$ cat config.mk
export PLATFORM = sky130hd
export DESIGN_NAME = bram_req_ctrl_flat
export DESIGN_NICKNAME = d
export VERILOG_FILES = /design/src/rtl/bram_pkg.sv /design/src/rtl/bram_req_ctrl_if.sv /design/src/rtl/bram_resp_fifo.sv /design/src/rtl/bram_req_ctrl.sv /design/src/flat_wrapper.sv
export SDC_FILE = /design/constraint.sdc
export NUM_CORES = 1
export LEC_CHECK = 0
export BUFFER_PORTS_ARGS = -buffer_cell sky130_fd_sc_hd__buf_2
export CORE_MARGIN = 2
export CORE_UTILIZATION = 28
export DETAILED_ROUTE_END_ITERATION = 8
export SYNTH_ARGS = -nofsm -noshare
export SYNTH_HDL_FRONTEND = slang
export SYNTH_HIERARCHICAL = 1
export SYNTH_SLANG_ARGS = --single-unit
$ cat constraint.sdc
create_clock -name clk -period 3.03 [get_ports clk]
set_input_delay 0.303 -clock clk [delete_from_list [all_inputs] [get_ports clk]]
set_output_delay 0.303 -clock clk [all_outputs]
set_load 0.05 [all_outputs]
$ cat src/rtl/bram_pkg.sv
// Shared constants for the BRAM request controller: response FIFO depth and a byte-lane merge helper.
// Purely declarative; no latency or backpressure of its own.
package bram_pkg;

    localparam int RESP_FIFO_DEPTH = 2;
    localparam int RESP_CNT_W      = $clog2(RESP_FIFO_DEPTH + 1);

    // One byte lane of a byte-enabled write: enabled lanes take new data, others keep old.
    function automatic logic [7:0] merge_byte(input logic [7:0] old_byte,
                                              input logic [7:0] new_byte,
                                              input logic       en);
        return en ? new_byte : old_byte;
    endfunction

endpackage

$ cat src/rtl/bram_req_ctrl_if.sv
// Request/response and RAM-port bundle for bram_req_ctrl; slave = controller view, master = requester/RAM view.
// Wiring only; latency and backpressure are defined by the controller.
interface bram_req_ctrl_if #(
    parameter int ADDR_WIDTH = 10,
    parameter int DATA_WIDTH = 32,
    parameter int BE_WIDTH   = DATA_WIDTH / 8
);
    logic                  wr_valid;
    logic                  wr_ready;
    logic [ADDR_WIDTH-1:0] wr_addr;
    logic [DATA_WIDTH-1:0] wr_data;
    logic [BE_WIDTH-1:0]   wr_be;

    logic                  rd_valid;
    logic                  rd_ready;
    logic [ADDR_WIDTH-1:0] rd_addr;

    logic                  resp_valid;
    logic                  resp_ready;
    logic [DATA_WIDTH-1:0] resp_data;

    logic                  ram_we;
    logic [BE_WIDTH-1:0]   ram_be;
    logic [ADDR_WIDTH-1:0] ram_wr_addr;
    logic [DATA_WIDTH-1:0] ram_di;
    logic [ADDR_WIDTH-1:0] ram_rd_addr;
    logic [DATA_WIDTH-1:0] ram_do;

    modport slave (
        input  wr_valid, wr_addr, wr_data, wr_be, rd_valid, rd_addr, resp_ready, ram_do,
        output wr_ready, rd_ready, resp_valid, resp_data,
               ram_we, ram_be, ram_wr_addr, ram_di, ram_rd_addr
    );

    modport master (
        output wr_valid, wr_addr, wr_data, wr_be, rd_valid, rd_addr, resp_ready, ram_do,
        input  wr_ready, rd_ready, resp_valid, resp_data,
               ram_we, ram_be, ram_wr_addr, ram_di, ram_rd_addr
    );

endinterface

$ cat src/rtl/bram_resp_fifo.sv
// bram_resp_fifo: in-order read-response buffer, push becomes visible on the next cycle.
// No internal backpressure: the caller's credit check keeps pushes within depth; head data is registered and stable.
module bram_resp_fifo
    import bram_pkg::*;
#(
    parameter int DATA_WIDTH = 32
) (
    input  logic                  clk,
    input  logic                  rst_n,
    input  logic                  push_i,
    input  logic [DATA_WIDTH-1:0] push_dat_i,
    input  logic                  pop_i,
    output logic [RESP_CNT_W-1:0] count_o,
    output logic                  vld_o,
    output logic [DATA_WIDTH-1:0] dat_o
);
    localparam int PTR_W = (RESP_FIFO_DEPTH > 1) ? $clog2(RESP_FIFO_DEPTH) : 1;

    logic [DATA_WIDTH-1:0] mem_q [RESP_FIFO_DEPTH];
    logic [PTR_W-1:0]      wr_ptr_q, wr_ptr_d;
    logic [PTR_W-1:0]      rd_ptr_q, rd_ptr_d;
    logic [RESP_CNT_W-1:0] cnt_q, cnt_d;
    logic                  do_push, do_pop;

    assign do_pop  = pop_i && (cnt_q != '0);
    assign do_push = push_i && ((cnt_q != RESP_CNT_W'(RESP_FIFO_DEPTH)) || do_pop);

    always_comb begin
        wr_ptr_d = wr_ptr_q;
        rd_ptr_d = rd_ptr_q;
        cnt_d    = cnt_q;
        if (do_push) wr_ptr_d = wr_ptr_q + PTR_W'(1);
        if (do_pop)  rd_ptr_d = rd_ptr_q + PTR_W'(1);
        case ({do_push, do_pop})
            2'b10:   cnt_d = cnt_q + RESP_CNT_W'(1);
            2'b01:   cnt_d = cnt_q - RESP_CNT_W'(1);
            default: cnt_d = cnt_q;
        endcase
    end

    always_ff @(posedge clk or negedge rst_n) begin
        if (!rst_n) begin
            for (int i = 0; i < RESP_FIFO_DEPTH; i++) mem_q[i] <= '0;
            wr_ptr_q <= '0;
            rd_ptr_q <= '0;
            cnt_q    <= '0;
        end else begin
            if (do_push) mem_q[wr_ptr_q] <= push_dat_i;
            wr_ptr_q <= wr_ptr_d;
            rd_ptr_q <= rd_ptr_d;
            cnt_q    <= cnt_d;
        end
    end

    assign count_o = cnt_q;
    assign vld_o   = (cnt_q != '0);
    assign dat_o   = mem_q[rd_ptr_q];

endmodule

$ cat src/rtl/bram_req_ctrl.sv
// bram_req_ctrl: valid/ready front end for a 1-cycle BRAM; writes pass through combinationally, reads return in 2 cycles.
// Reads are credit-limited to the 2-entry response FIFO and stall on same-address write collisions (BRAM_REQ_CTRL_FWD_EN forwards full-word ones).
module bram_req_ctrl
    import bram_pkg::*;
#(
    parameter int ADDR_WIDTH = 10,
    parameter int DATA_WIDTH = 32,
    parameter int BE_WIDTH   = DATA_WIDTH / 8
) (
    input logic            clk,
    input logic            rst_n,
    bram_req_ctrl_if.slave bus
);
    localparam int OCC_W = RESP_CNT_W + 1;

    logic [ADDR_WIDTH-1:0] wr_addr, rd_addr;
    logic [DATA_WIDTH-1:0] wr_data;
    logic [BE_WIDTH-1:0]   wr_be;

    logic                  wr_fire, rd_fire, rd_ready, rd_stall, collision;
    logic                  resp_vld, resp_pop, credit_ok;
    logic [DATA_WIDTH-1:0] resp_dat, push_dat;
    logic [RESP_CNT_W-1:0] fifo_count;
    logic [OCC_W-1:0]      occupied;
    logic                  inflight_q, inflight_d;

    assign wr_addr = bus.wr_addr;
    assign wr_data = bus.wr_data;
    assign wr_be   = bus.wr_be;
    assign rd_addr = bus.rd_addr;

    // Writes are never backpressured while out of reset.
    assign bus.wr_ready    = rst_n;
    assign wr_fire         = bus.wr_valid && rst_n;
    assign bus.ram_we      = wr_fire;
    assign bus.ram_wr_addr = wr_fire ? wr_addr : '0;
    assign bus.ram_di      = wr_fire ? wr_data : '0;
    assign bus.ram_be      = wr_fire ? wr_be   : '0;
    assign bus.ram_rd_addr = rst_n   ? rd_addr : '0;

    assign collision = bus.rd_valid && bus.wr_valid && (rd_addr == wr_addr);
`ifdef BRAM_REQ_CTRL_FWD_EN
    assign rd_stall  = collision && !(&wr_be);
`else
    assign rd_stall  = collision;
`endif

    // Slots already spoken for: buffered + one read in the RAM pipe, minus the one leaving now.
    assign resp_pop  = resp_vld && bus.resp_ready;
    assign occupied  = OCC_W'(fifo_count) + OCC_W'(inflight_q) - OCC_W'(resp_pop);
    assign credit_ok = occupied < OCC_W'(RESP_FIFO_DEPTH);
    assign rd_ready  = rst_n && credit_ok && !rd_stall;
    assign rd_fire   = bus.rd_valid && rd_ready;
    assign inflight_d = rd_fire;

    always_ff @(posedge clk or negedge rst_n) begin
        if (!rst_n) inflight_q <= 1'b0;
        else        inflight_q <= inflight_d;
    end

`ifdef BRAM_REQ_CTRL_FWD_EN
    // RAM_DO is undefined on a collision, so the accepted read takes the write word instead.
    logic                  fwd_vld_q, fwd_vld_d;
    logic [DATA_WIDTH-1:0] fwd_dat_q, fwd_dat_d;

    assign fwd_vld_d = rd_fire && collision;
    assign fwd_dat_d = fwd_vld_d ? wr_data : '0;

    always_ff @(posedge clk or negedge rst_n) begin
        if (!rst_n) begin
            fwd_vld_q <= 1'b0;
            fwd_dat_q <= '0;
        end else begin
            fwd_vld_q <= fwd_vld_d;
            fwd_dat_q <= fwd_dat_d;
        end
    end

    assign push_dat = fwd_vld_q ? fwd_dat_q : bus.ram_do;
`else
    assign push_dat = bus.ram_do;
`endif

    bram_resp_fifo #(
        .DATA_WIDTH (DATA_WIDTH)
    ) u_resp_fifo (
        .clk        (clk),
        .rst_n      (rst_n),
        .push_i     (inflight_q),
        .push_dat_i (push_dat),
        .pop_i      (resp_pop),
        .count_o    (fifo_count),
        .vld_o      (resp_vld),
        .dat_o      (resp_dat)
    );

    assign bus.rd_ready   = rd_ready;
    assign bus.resp_valid = resp_vld;
    assign bus.resp_data  = resp_dat;

endmodule

$ cat src/flat_wrapper.sv
// flat-port wrapper written by rule: the top's interface ports become plain ports
module bram_req_ctrl_flat import bram_pkg::*;
#(
    parameter int ADDR_WIDTH = 10,
    parameter int DATA_WIDTH = 32,
    parameter int BE_WIDTH   = DATA_WIDTH / 8
)
  (clk, rst_n, bus_wr_valid, bus_wr_addr, bus_wr_data, bus_wr_be, bus_rd_valid, bus_rd_addr, bus_resp_ready, bus_ram_do, bus_wr_ready, bus_rd_ready, bus_resp_valid, bus_resp_data, bus_ram_we, bus_ram_be, bus_ram_wr_addr, bus_ram_di, bus_ram_rd_addr);
  bram_req_ctrl_if #(.ADDR_WIDTH(ADDR_WIDTH), .DATA_WIDTH(DATA_WIDTH), .BE_WIDTH(BE_WIDTH)) bus_i ();
  input logic clk;
  input logic rst_n;
  input wire logic [$bits(bus_i.wr_valid)-1:0] bus_wr_valid;
  input wire logic [$bits(bus_i.wr_addr)-1:0] bus_wr_addr;
  input wire logic [$bits(bus_i.wr_data)-1:0] bus_wr_data;
  input wire logic [$bits(bus_i.wr_be)-1:0] bus_wr_be;
  input wire logic [$bits(bus_i.rd_valid)-1:0] bus_rd_valid;
  input wire logic [$bits(bus_i.rd_addr)-1:0] bus_rd_addr;
  input wire logic [$bits(bus_i.resp_ready)-1:0] bus_resp_ready;
  input wire logic [$bits(bus_i.ram_do)-1:0] bus_ram_do;
  output wire logic [$bits(bus_i.wr_ready)-1:0] bus_wr_ready;
  output wire logic [$bits(bus_i.rd_ready)-1:0] bus_rd_ready;
  output wire logic [$bits(bus_i.resp_valid)-1:0] bus_resp_valid;
  output wire logic [$bits(bus_i.resp_data)-1:0] bus_resp_data;
  output wire logic [$bits(bus_i.ram_we)-1:0] bus_ram_we;
  output wire logic [$bits(bus_i.ram_be)-1:0] bus_ram_be;
  output wire logic [$bits(bus_i.ram_wr_addr)-1:0] bus_ram_wr_addr;
  output wire logic [$bits(bus_i.ram_di)-1:0] bus_ram_di;
  output wire logic [$bits(bus_i.ram_rd_addr)-1:0] bus_ram_rd_addr;
  assign bus_i.wr_valid = bus_wr_valid;
  assign bus_i.wr_addr = bus_wr_addr;
  assign bus_i.wr_data = bus_wr_data;
  assign bus_i.wr_be = bus_wr_be;
  assign bus_i.rd_valid = bus_rd_valid;
  assign bus_i.rd_addr = bus_rd_addr;
  assign bus_i.resp_ready = bus_resp_ready;
  assign bus_i.ram_do = bus_ram_do;
  assign bus_wr_ready = bus_i.wr_ready;
  assign bus_rd_ready = bus_i.rd_ready;
  assign bus_resp_valid = bus_i.resp_valid;
  assign bus_resp_data = bus_i.resp_data;
  assign bus_ram_we = bus_i.ram_we;
  assign bus_ram_be = bus_i.ram_be;
  assign bus_ram_wr_addr = bus_i.ram_wr_addr;
  assign bus_ram_di = bus_i.ram_di;
  assign bus_ram_rd_addr = bus_i.ram_rd_addr;
  bram_req_ctrl #(.ADDR_WIDTH(ADDR_WIDTH), .DATA_WIDTH(DATA_WIDTH), .BE_WIDTH(BE_WIDTH)) u_core (.clk(clk), .rst_n(rst_n), .bus(bus_i));
endmodule
==> key figures, run 1 <==
Placement
  • Routability cong.: 0.790
  • Place WS: 0.195 ns
  • HPWL after DPL: 7290 um
  • Dpl cell area: 4730 um^2
  • IO Port Bufs: 184

Logic synthesis
  • Top_reg_cell synth: dfrtp_1
  • Synthesized area: 3680 um^2
  • #FFs+latches synth: 69
  • FFs w/ async S/R, synth: 100%
  • Most frequent cell after synthesis: mux2_2
  • Seq/Total Area, Yosys: 47.0%
  • Share of Yosys cell area claimed by the top area cell type: 47.0%
  • YS warnings: 6
  • Count of cell types in the netlist: 27
  • Number of flops mapped to enable cells by yosys: 0
  • Mean Syn Cell Area: 13.0 um^2
  • Syn Nets: 378
  • Most frequent cells after synthesis: 84 x mux2_2, 69 x dfrtp_1, 46 x and3_1
  • Synth area leaders: dfrtp_1 47%, mux2_2 26%, and3_1 7.8%
  • Mapped Cells: 282
  • Area leader, netlist: dfrtp_1

Floorplan
  • DIE AREA: 14100 um^2
  • Width of the die: 119 um
  • Chip height: 119 um
  • Initial core utilization: 28.9%
  • Core box area: 12700 um^2
  • Num rows: 41
  • Io pins: 185

Worst setup path
  • CP cell instances: or2_2 > and2_4 > ha_1 > nand2b_4 > fa_2 > nand3_2 > nor2_4 > buf_8
  • Slowest stage cell, crit path: fa_2
  • Type of origin of the critical path: flip-flop
  • Max stage delay on crit path: 0.54 ns
  • Crit. End Element: output port
  • Worst Path Class, Setup: flip-flop to output port
  • Worst Path Arrival: 2.59 ns
  • CP Max Fanout: 3
  • Worst EP required: 2.73 ns

Drt
  • ANT nets after route: 0
  • Vias: 2890
  • DRT Wirelength: 9900 um
  • Post-DR wirelength/cell: 15.4 um
  • Via density: 4.51
  • Detailed-router iteration count before antenna repair: 4
  • DR DRC count: 0
  • DR iter-0 viols: 68

Global route
  • Largest net degree at the start of global routing: 66
  • Vias in the first global route: 3247
  • Grt total ovfl: 0
  • Tot GR Track Use: 14.4%
  • Initial antenna violation count: 0
  • First-pass GRT wire length: 16100 um

CTS
  • Clock root cell: clkbuf_16
  • Clock Latency Late Sink: 0.33 ns
  • Clock H-tree levels: 3
  • Clk sinks: 69
  • CTS tree: yes
  • Reg clk slew, reported paths: 0.06 ns
  • Clock buffer depth: 2
  • Cts bufs inserted: 9

STA
  • Clk_skew: 0.0101 ns
  • Actual slew at the worst max-slew pin: 1.11 ns
  • Final Setup Violations: 0
  • Crit path time final: 2.89 ns
  • Tcrit/Tclk final: 95.4%
  • Final TNS setup: 0 ns
  • Worst setup margin: 0.138 ns
  • Fin. Hold Viols: 0
  • Fmax: 346 MHz
  • Pins Over Slew Limit: 0
  • RSZ-0062 raised after global routing: false
  • Rel. slew slack: 25.8%

Pwr
  • Peak supply drop: 0.402 mV
  • Pwr Total: 0.00603 W
  • Static Leak: 2.63 nW
  • Pwr per Cell Area: 1180 nW/um^2

Layout
  • Fin util: 40.2%
  • Layout area overhead: 39.2%
  • Nets: 560
  • Layout cells sized above 1: 67.8%
  • Antenna fix cells: 0
  • Fin area: 5120 um^2

Status
  • Status: finished clean

Worst hold path
  • Hold WC Path Type: input port to flip-flop

Job
  • Max Cap Viol: 0
## layout by cell type (no fill, tap or decap), types with 9 or more instances in the layout
cell,synthesis,final
xnor2_1,14,13
and3_1,46,46
dfrtp_1,69,67
buf_4,1,9
mux2_4,12,12
clkbuf_16,0,9
and2_1,12,11
mux2_2,84,84
buf_2,5,182
## sequential cells by signal, indices dropped and copies added, names as in the netlist
| name | flops |
|---|---|
| u_core/u_resp_fifo/mem_q | 64 |
| u_core/inflight_q | 1 |
| u_core/u_resp_fifo/rd_ptr_q | 1 |
| u_core/u_resp_fifo/wr_ptr_q | 1 |
| u_core/u_resp_fifo/count_o | 2 |
## area by class of cell
cell class / count / area [um^2]
sequential: 69 / 1730
multi-input combinational: 190 / 1840
clock inverter: 5 / 83.8
timing repair buffer: 193 / 1000
fill: 1254 / 7600
clock buffer: 11 / 243
tap: 172 / 215
inverter: 1 / 3.75
## where the power goes
group,switching [W],internal [W],total (W)
Clock,0.000384,0.000744,0.00113
Sequential,0.000310,0.00139,0.00170
Combinational,0.00195,0.00125,0.00320
Total,0.00264,0.00339,0.00603
## logic make-up (layout without fill, tap and decap cells)
group	after synthesis	after routing	synth area share, %
DFF	69	69	47.0
adders and majority gates	3	3	1.22
and+or+nand+nor	75	75	13.5
xor gates and xnor gates	16	16	3.81
muxes	96	96	30.6
buffers and inverters	23	210	3.88
## stage by stage
stage / std cells / hold WS, ns
2_1_floorplan: 282 / 0.00741
3_3_place_gp: 623 / 0.293
3_5_place_dp: 623 / 0.312
4_1_cts: 641 / 0.205
5_1_grt: 641 / 0.206
6_report: 641 / 0.216
## worst max-delay path: cells and delay by family (launching register included)
family	cells	cell delay (ns)
fa+ha+maj	2	0.81
flops	1	0.39
buf+inv	1	0.15
simple gates	5	0.91
## repair_timing
item,4_1_cts,5_1_grt
pin swaps,1,4
buffers inserted,1,0
gates resized for setup,3,8
setup endpoints to repair,1,1
hold buffers,1,0
endpoints found under the hold margin,3,0
## final timing paths
check	from	to	slack [ns]	cells past startpoint
worst min register to register	u_core/u_resp_fifo/mem_q[21]	u_core/u_resp_fifo/mem_q[21]	0.50	1
worst max register to register	u_core/u_resp_fifo/count_o[1]	u_core/inflight_q	0.74	7
min in group asynchronous	rst_n	u_core/u_resp_fifo/mem_q[36]	0.52	2
worst max-delay path	u_core/u_resp_fifo/count_o[1]	bus_rd_ready	0.14	8
max in group asynchronous	rst_n	u_core/u_resp_fifo/mem_q[58]	1.84	3
worst min-delay path	bus_ram_do[9]	u_core/u_resp_fifo/mem_q[9]	0.22	2
## routing by layer
layer  GRT usage, %  wire length [um]  up-vias
met5              0                 0        -
met4           4.76               152        0
met3           3.91               650       12
met2           27.4              5290      127
met1           15.2              3810     1396
li1               -                 -     1355
Power figures use the tool's default switching activity.
==> run 2: changes to the inputs <==
Settings changed: PLACE_DENSITY set to 0.59.
==> run 2 against run 1 <==
Against the previous run:
- final area fell by 1.9%
- largest power group unchanged
- via count rose by 0.28%
- die area is the same
- largest cell class unchanged
==> key figures, run 2 (same netlist as run 1, synthesis figures left out) <==
Status
  • Status: finished clean

Drt
  • DRT Wirelength: 9300 um
  • DR DRC count: 0
  • Post-DR wirelength/cell: 14.6 um
  • Detailed-router iteration count before antenna repair: 2
  • DR iter-0 viols: 145
  • Vias: 2898
  • ANT nets after route: 0
  • Via density: 4.54

Layout
  • Most common cell after layout, fill and taps aside: buf_2
  • Antenna fix cells: 0
  • Layout area overhead: 36.5%
  • Layout Cells excl Fill: 638
  • Layout cells sized above 1: 66.5%
  • Largest register FFs: 64
  • Largest Register: u_core/u_resp_fifo/mem_q
  • Nets: 558
  • Most frequent cells in the layout: 182 x buf_2, 84 x mux2_2, 67 x dfrtp_1, 46 x and3_1, 14 x xnor2_1

Floorplan
  • Chip height: 119 um
  • Initial core utilization: 28.9%
  • Width of the die: 119 um
  • Core box area: 12700 um^2
  • Num rows: 41
  • Io pins: 185
  • DIE AREA: 14100 um^2

Placement
  • HPWL after DPL: 6820 um
  • IO Port Bufs: 184
  • Routability cong.: 0.782
  • Placed Cells: 620
  • Place WS: 0.181 ns

Global route
  • Tot GR Track Use: 13.2%
  • GRT met1 Usage: 14.4%
  • Largest net degree at the start of global routing: 67
  • Grt total ovfl: 0
  • Met2 GRT Util: 25.5%
  • Grt met3 use: 2.32%
  • Vias in the first global route: 3059
  • First-pass GRT wire length: 14800 um
  • Initial antenna violation count: 0
  • Most Crowded Layer GR: met2

CTS
  • Clock root cell: clkbuf_16
  • Cts bufs inserted: 9
  • Reg clk slew, reported paths: 0.05 ns
  • Clock H-tree levels: 3
  • Clock Latency Late Sink: 0.32 ns
  • Clock buffer depth: 2
  • Clk sinks: 69
  • CTS tree: yes

Worst setup path
  • CP cell instances: or2_2 > and2_4 > ha_1 > nand2b_1 > fa_2 > nand3_1 > nor2_2 > buf_6
  • Crit path max-delay family: simple AND/OR/NAND/NOR gates
  • Critical path origin: u_core/u_resp_fifo/count_o[1]
  • Type of origin of the critical path: flip-flop
  • Max stage delay on crit path: 0.53 ns
  • Worst EP required: 2.73 ns
  • Crit. End Element: output port
  • Worst Path Class, Setup: flip-flop to output port
  • CP Max Fanout: 3
  • Worst Path Arrival: 2.61 ns
  • Buffers & Inverters on Critical Path: 1
  • Slowest stage cell, crit path: fa_2
  • Worst r2r src: u_core/u_resp_fifo/count_o[1]

Pwr
  • Peak supply drop: 0.387 mV
  • Combinational Power Share: 55.8%
  • Switching fraction of total power: 44.8%
  • Pwr per Cell Area: 1160 nW/um^2
  • Seq pwr share: 28.4%
  • Static Leak: 2.59 nW
  • Cell internal pwr: 0.00320 W
  • Pwr Total: 0.00581 W
  • Clock group share of total power: 15.8%
  • Psw: 0.00260 W

STA
  • Actual slew at the worst max-slew pin: 1.08 ns
  • RSZ-0062 raised after global routing: false
  • Tcrit/Tclk final: 96.2%
  • Final TNS setup: 0 ns
  • Pins Over Slew Limit: 0
  • Crit path time final: 2.92 ns
  • Fin. Hold Viols: 0
  • Clk_skew: 0.00742 ns
  • Worst setup margin: 0.114 ns
  • Rel. slew slack: 28.0%
  • Fmax: 343 MHz
  • Final Setup Violations: 0

Worst hold path
  • Hold WC Path Type: input port to flip-flop
  • Critical hold path startpoint: bus_ram_do[27]

Job
  • Max Cap Viol: 0
## run 2: layout make-up
type	count	area [um^2]
Clock buffer	13	250
Fill cell	1287	7700
Sequential cell	69	1730
Timing Repair Buffer	191	997
Clock inverter	2	10.0
Multi-Input combinational cell	190	1820
Inverter	1	3.75
Tap cell	172	215
## run 2: stage by stage
stage / hold slack, ns / instance area (um^2) / util (%)
3_5_place_dp: 0.304 / 4720 / 37.1
5_1_grt: 0.212 / 5020 / 39.5
2_1_floorplan: 0.00741 / 3680 / -
6_report: 0.226 / 5020 / 39.5
3_3_place_gp: 0.285 / 4720 / 37.1
4_1_cts: 0.212 / 5020 / 39.4
## run 2: worst register-to-register path, delay by kind of cell (launching register included)
| kind | cells | cell delay (ns) |
|---|---|---|
| adder cells (fa/ha/maj) | 2 | 0.80 |
| flip-flops | 1 | 0.39 |
| AND/OR/NAND/NOR | 5 | 1.02 |
## run 2: what timing repair did
action | in CTS | in global routing
setup buffers | 2 | 0
hold endpoints to repair | 6 | 0
hold buffers | 1 | 0
pin swaps | 1 | 3
gates cloned | 0 | 0
resized for setup | 4 | 2
endpoints found under the setup margin | 1 | 1
## run 2: path summary, 6_finish.rpt
check	endpoint	slack, ns	depth (start not counted)
setup reg to reg	u_core/inflight_q	0.73	7
max in group asynchronous	u_core/u_resp_fifo/mem_q[51]	1.34	3
min in group asynchronous	u_core/u_resp_fifo/mem_q[30]	0.49	2
hold reg to reg	u_core/u_resp_fifo/mem_q[13]	0.50	1
hold / removal	u_core/u_resp_fifo/mem_q[59]	0.23	2
setup / recovery	bus_rd_ready	0.11	8
## run 2: power by group through the flow
stage | Combinational (W) | Clock (W) | Sequential [W]
after floorplan | 0.00269 | 0 | 0.00157
after global placement | 0.00315 | 0 | 0.00165
after detailed placement | 0.00320 | 0 | 0.00168
after CTS | 0.00327 | 0.000957 | 0.00165
after global routing | 0.00342 | 0.000991 | 0.00171
final | 0.00324 | 0.000920 | 0.00165
## run 2: metal layers
metal	part of all wire, %	vias up	routed length, um
li1	-	1348	-
met1	39	1419	3590
met2	55	119	5100
met3	5.2	12	481
met4	1.3	0	125
met5	0	-	0
==> run 3: changes to the inputs <==
Settings changed: CELL_PAD_IN_SITES_DETAIL_PLACEMENT set to 1, CELL_PAD_IN_SITES_GLOBAL_PLACEMENT set to 2, PLACE_DENSITY 0.59 to 0.85.
==> run 3 against run 2 <==
Against the previous run:
- routed wire length up 12%
- die area unchanged
- critical path depth unchanged
- register-to-register slack worse by 0.12 ns
- critical path type unchanged
==> key figures, run 3 (same netlist as run 1, synthesis figures left out) <==
Pwr
  • Peak supply drop: 0.306 mV
  • Static Leak: 2.63 nW
  • Pwr per Cell Area: 1200 nW/um^2

Floorplan
  • Io pins: 185
  • Chip height: 119 um
  • Core box area: 12700 um^2
  • Width of the die: 119 um
  • DIE AREA: 14100 um^2
  • Num rows: 41
  • Initial core utilization: 28.9%

STA
  • Pins Over Slew Limit: 0
  • Final TNS setup: 0 ns
  • Final Setup Violations: 0
  • Fmax: 345 MHz
  • Actual slew at the worst max-slew pin: 1.11 ns
  • Crit path time final: 2.90 ns
  • Fin. Hold Viols: 0
  • RSZ-0062 raised after global routing: false
  • Clk_skew: 0.00704 ns
  • Tcrit/Tclk final: 95.6%
  • Rel. slew slack: 25.7%

CTS
  • Clock root cell: clkbuf_16
  • Clock Latency Late Sink: 0.33 ns
  • Clk sinks: 69
  • Clock buffer depth: 2
  • Clock H-tree levels: 3
  • CTS tree: yes
  • Reg clk slew, reported paths: 0.06 ns
  • Cts bufs inserted: 9

Placement
  • Placed Cells: 620
  • IO Port Bufs: 184
  • Routability cong.: 0.769
  • HPWL after DPL: 7600 um

Worst setup path
  • Worst r2r src: u_core/u_resp_fifo/count_o[1]
  • Worst EP required: 2.73 ns
  • Worst Path Class, Setup: flip-flop to output port
  • Type of origin of the critical path: flip-flop
  • Worst Path Arrival: 2.59 ns
  • Crit. End Element: output port
  • CP Max Fanout: 3
  • R2R setup slack: 0.61 ns
  • Worst-case reg-to-reg path depth: 5
  • Worst reg2reg endpoint: u_core/u_resp_fifo/mem_q[52]

Status
  • Status: finished clean

Drt
  • DR iter-0 viols: 49
  • Vias: 2975
  • ANT nets after route: 0
  • DR DRC count: 0
  • Detailed-router iteration count before antenna repair: 4
  • Post-DR wirelength/cell: 16.2 um
  • DRT Wirelength: 10400 um
  • Via density: 4.64

Layout
  • Largest Register: u_core/u_resp_fifo/mem_q
  • Antenna fix cells: 0
  • Area of the multi-input gates: 1820 um^2
  • Largest register FFs: 64
  • Most frequent cells in the layout: 182 x buf_2, 84 x mux2_2, 67 x dfrtp_1, 46 x and3_1, 14 x xnor2_1
  • Storage cell area: 1730 um^2
  • Layout area overhead: 39.1%
  • Most common cell after layout, fill and taps aside: buf_2
  • Nets: 560
  • Layout cells sized above 1: 67.2%
  • Fillers: 1486
  • Layout Cells excl Fill: 641

Global route
  • Tot GR Track Use: 15.1%
  • Largest net degree at the start of global routing: 66
  • Grt total ovfl: 0
  • Vias in the first global route: 3286
  • Initial antenna violation count: 0
  • First-pass GRT wire length: 16600 um

Worst hold path
  • Worst hold path depth: 2
  • Endpoint of the worst hold-timing path: u_core/u_resp_fifo/mem_q[42]
  • Hold WC Path Type: input port to flip-flop
  • Critical hold path startpoint: bus_ram_do[10]

Job
  • Max Cap Viol: 0
run 3: final cells by class:
class	count	area share, %
Inverter	1	0.0734
Timing Repair Buffer	193	19.5
Tap cell	172	4.21
Multi-Input combinational cell	190	35.5
Sequential cell	69	33.8
Clock inverter	5	2.08
Clock buffer	11	4.75
run 3: what timing repair did:
item | 4_1_cts | 5_1_grt
buffers inserted | 1 | 3
endpoints found under the setup margin | 1 | 1
resized for setup | 5 | 2
endpoints found under the hold margin | 4 | 0
pin swaps | 1 | 3
hold buffers | 1 | 0
run 3: per-layer routing:
layer  vias to the layer above  global-route usage [%]  routed length, um
met3                        11                    5.07                823
met4                         0                    4.69                126
met2                       129                    28.4               5580
met1                      1476                    15.6               3850
li1                       1359                       -                  -
met5                         -                       0                  0
run 3: worst max-delay path, cell delays in order, from the launching register on:
cell and delay [ns]:
dfrtp_2 0.41, or2_4 0.26, and2_4 0.18, ha_1 0.26, nand2b_1 0.17, fa_2 0.53, nand3_1 0.12, nor2_2 0.17
buf_6 0.17
run 3: per-stage QoR:
stage	hold slack, ns	util, %	area [um^2]	worst slack [ns]	total power (W)
final	0.216	40.2	5110	0.133	0.00614
after floorplan	0.00741	-	3680	0.105	0.00426
after global placement	0.298	37.0	4710	0.252	0.00479
after global routing	0.211	40.2	5110	0.0100	0.00647
after detailed placement	0.313	37.0	4710	0.182	0.00489
after CTS	0.204	40.0	5090	0.00167	0.00618
run 3: power by group:
group	internal, W	switching [W]
clock	0.000829	0.000393
combinational	0.00125	0.00204
sequential	0.00139	0.000237
total	0.00347	0.00267
run 3: how the worst max path moves through the flow:
stage | start | to | depth (start not counted)
finish | u_core/u_resp_fifo/count_o[1] | bus_rd_ready | 8
global route | u_core/u_resp_fifo/count_o[1] | bus_rd_ready | 9
CTS | u_core/u_resp_fifo/count_o[0] | bus_rd_ready | 9
detailed placement | u_core/u_resp_fifo/count_o[1] | bus_rd_ready | 9
global placement | u_core/u_resp_fifo/count_o[1] | bus_rd_ready | 9
floorplan | u_core/u_resp_fifo/count_o[1] | bus_rd_ready | 8
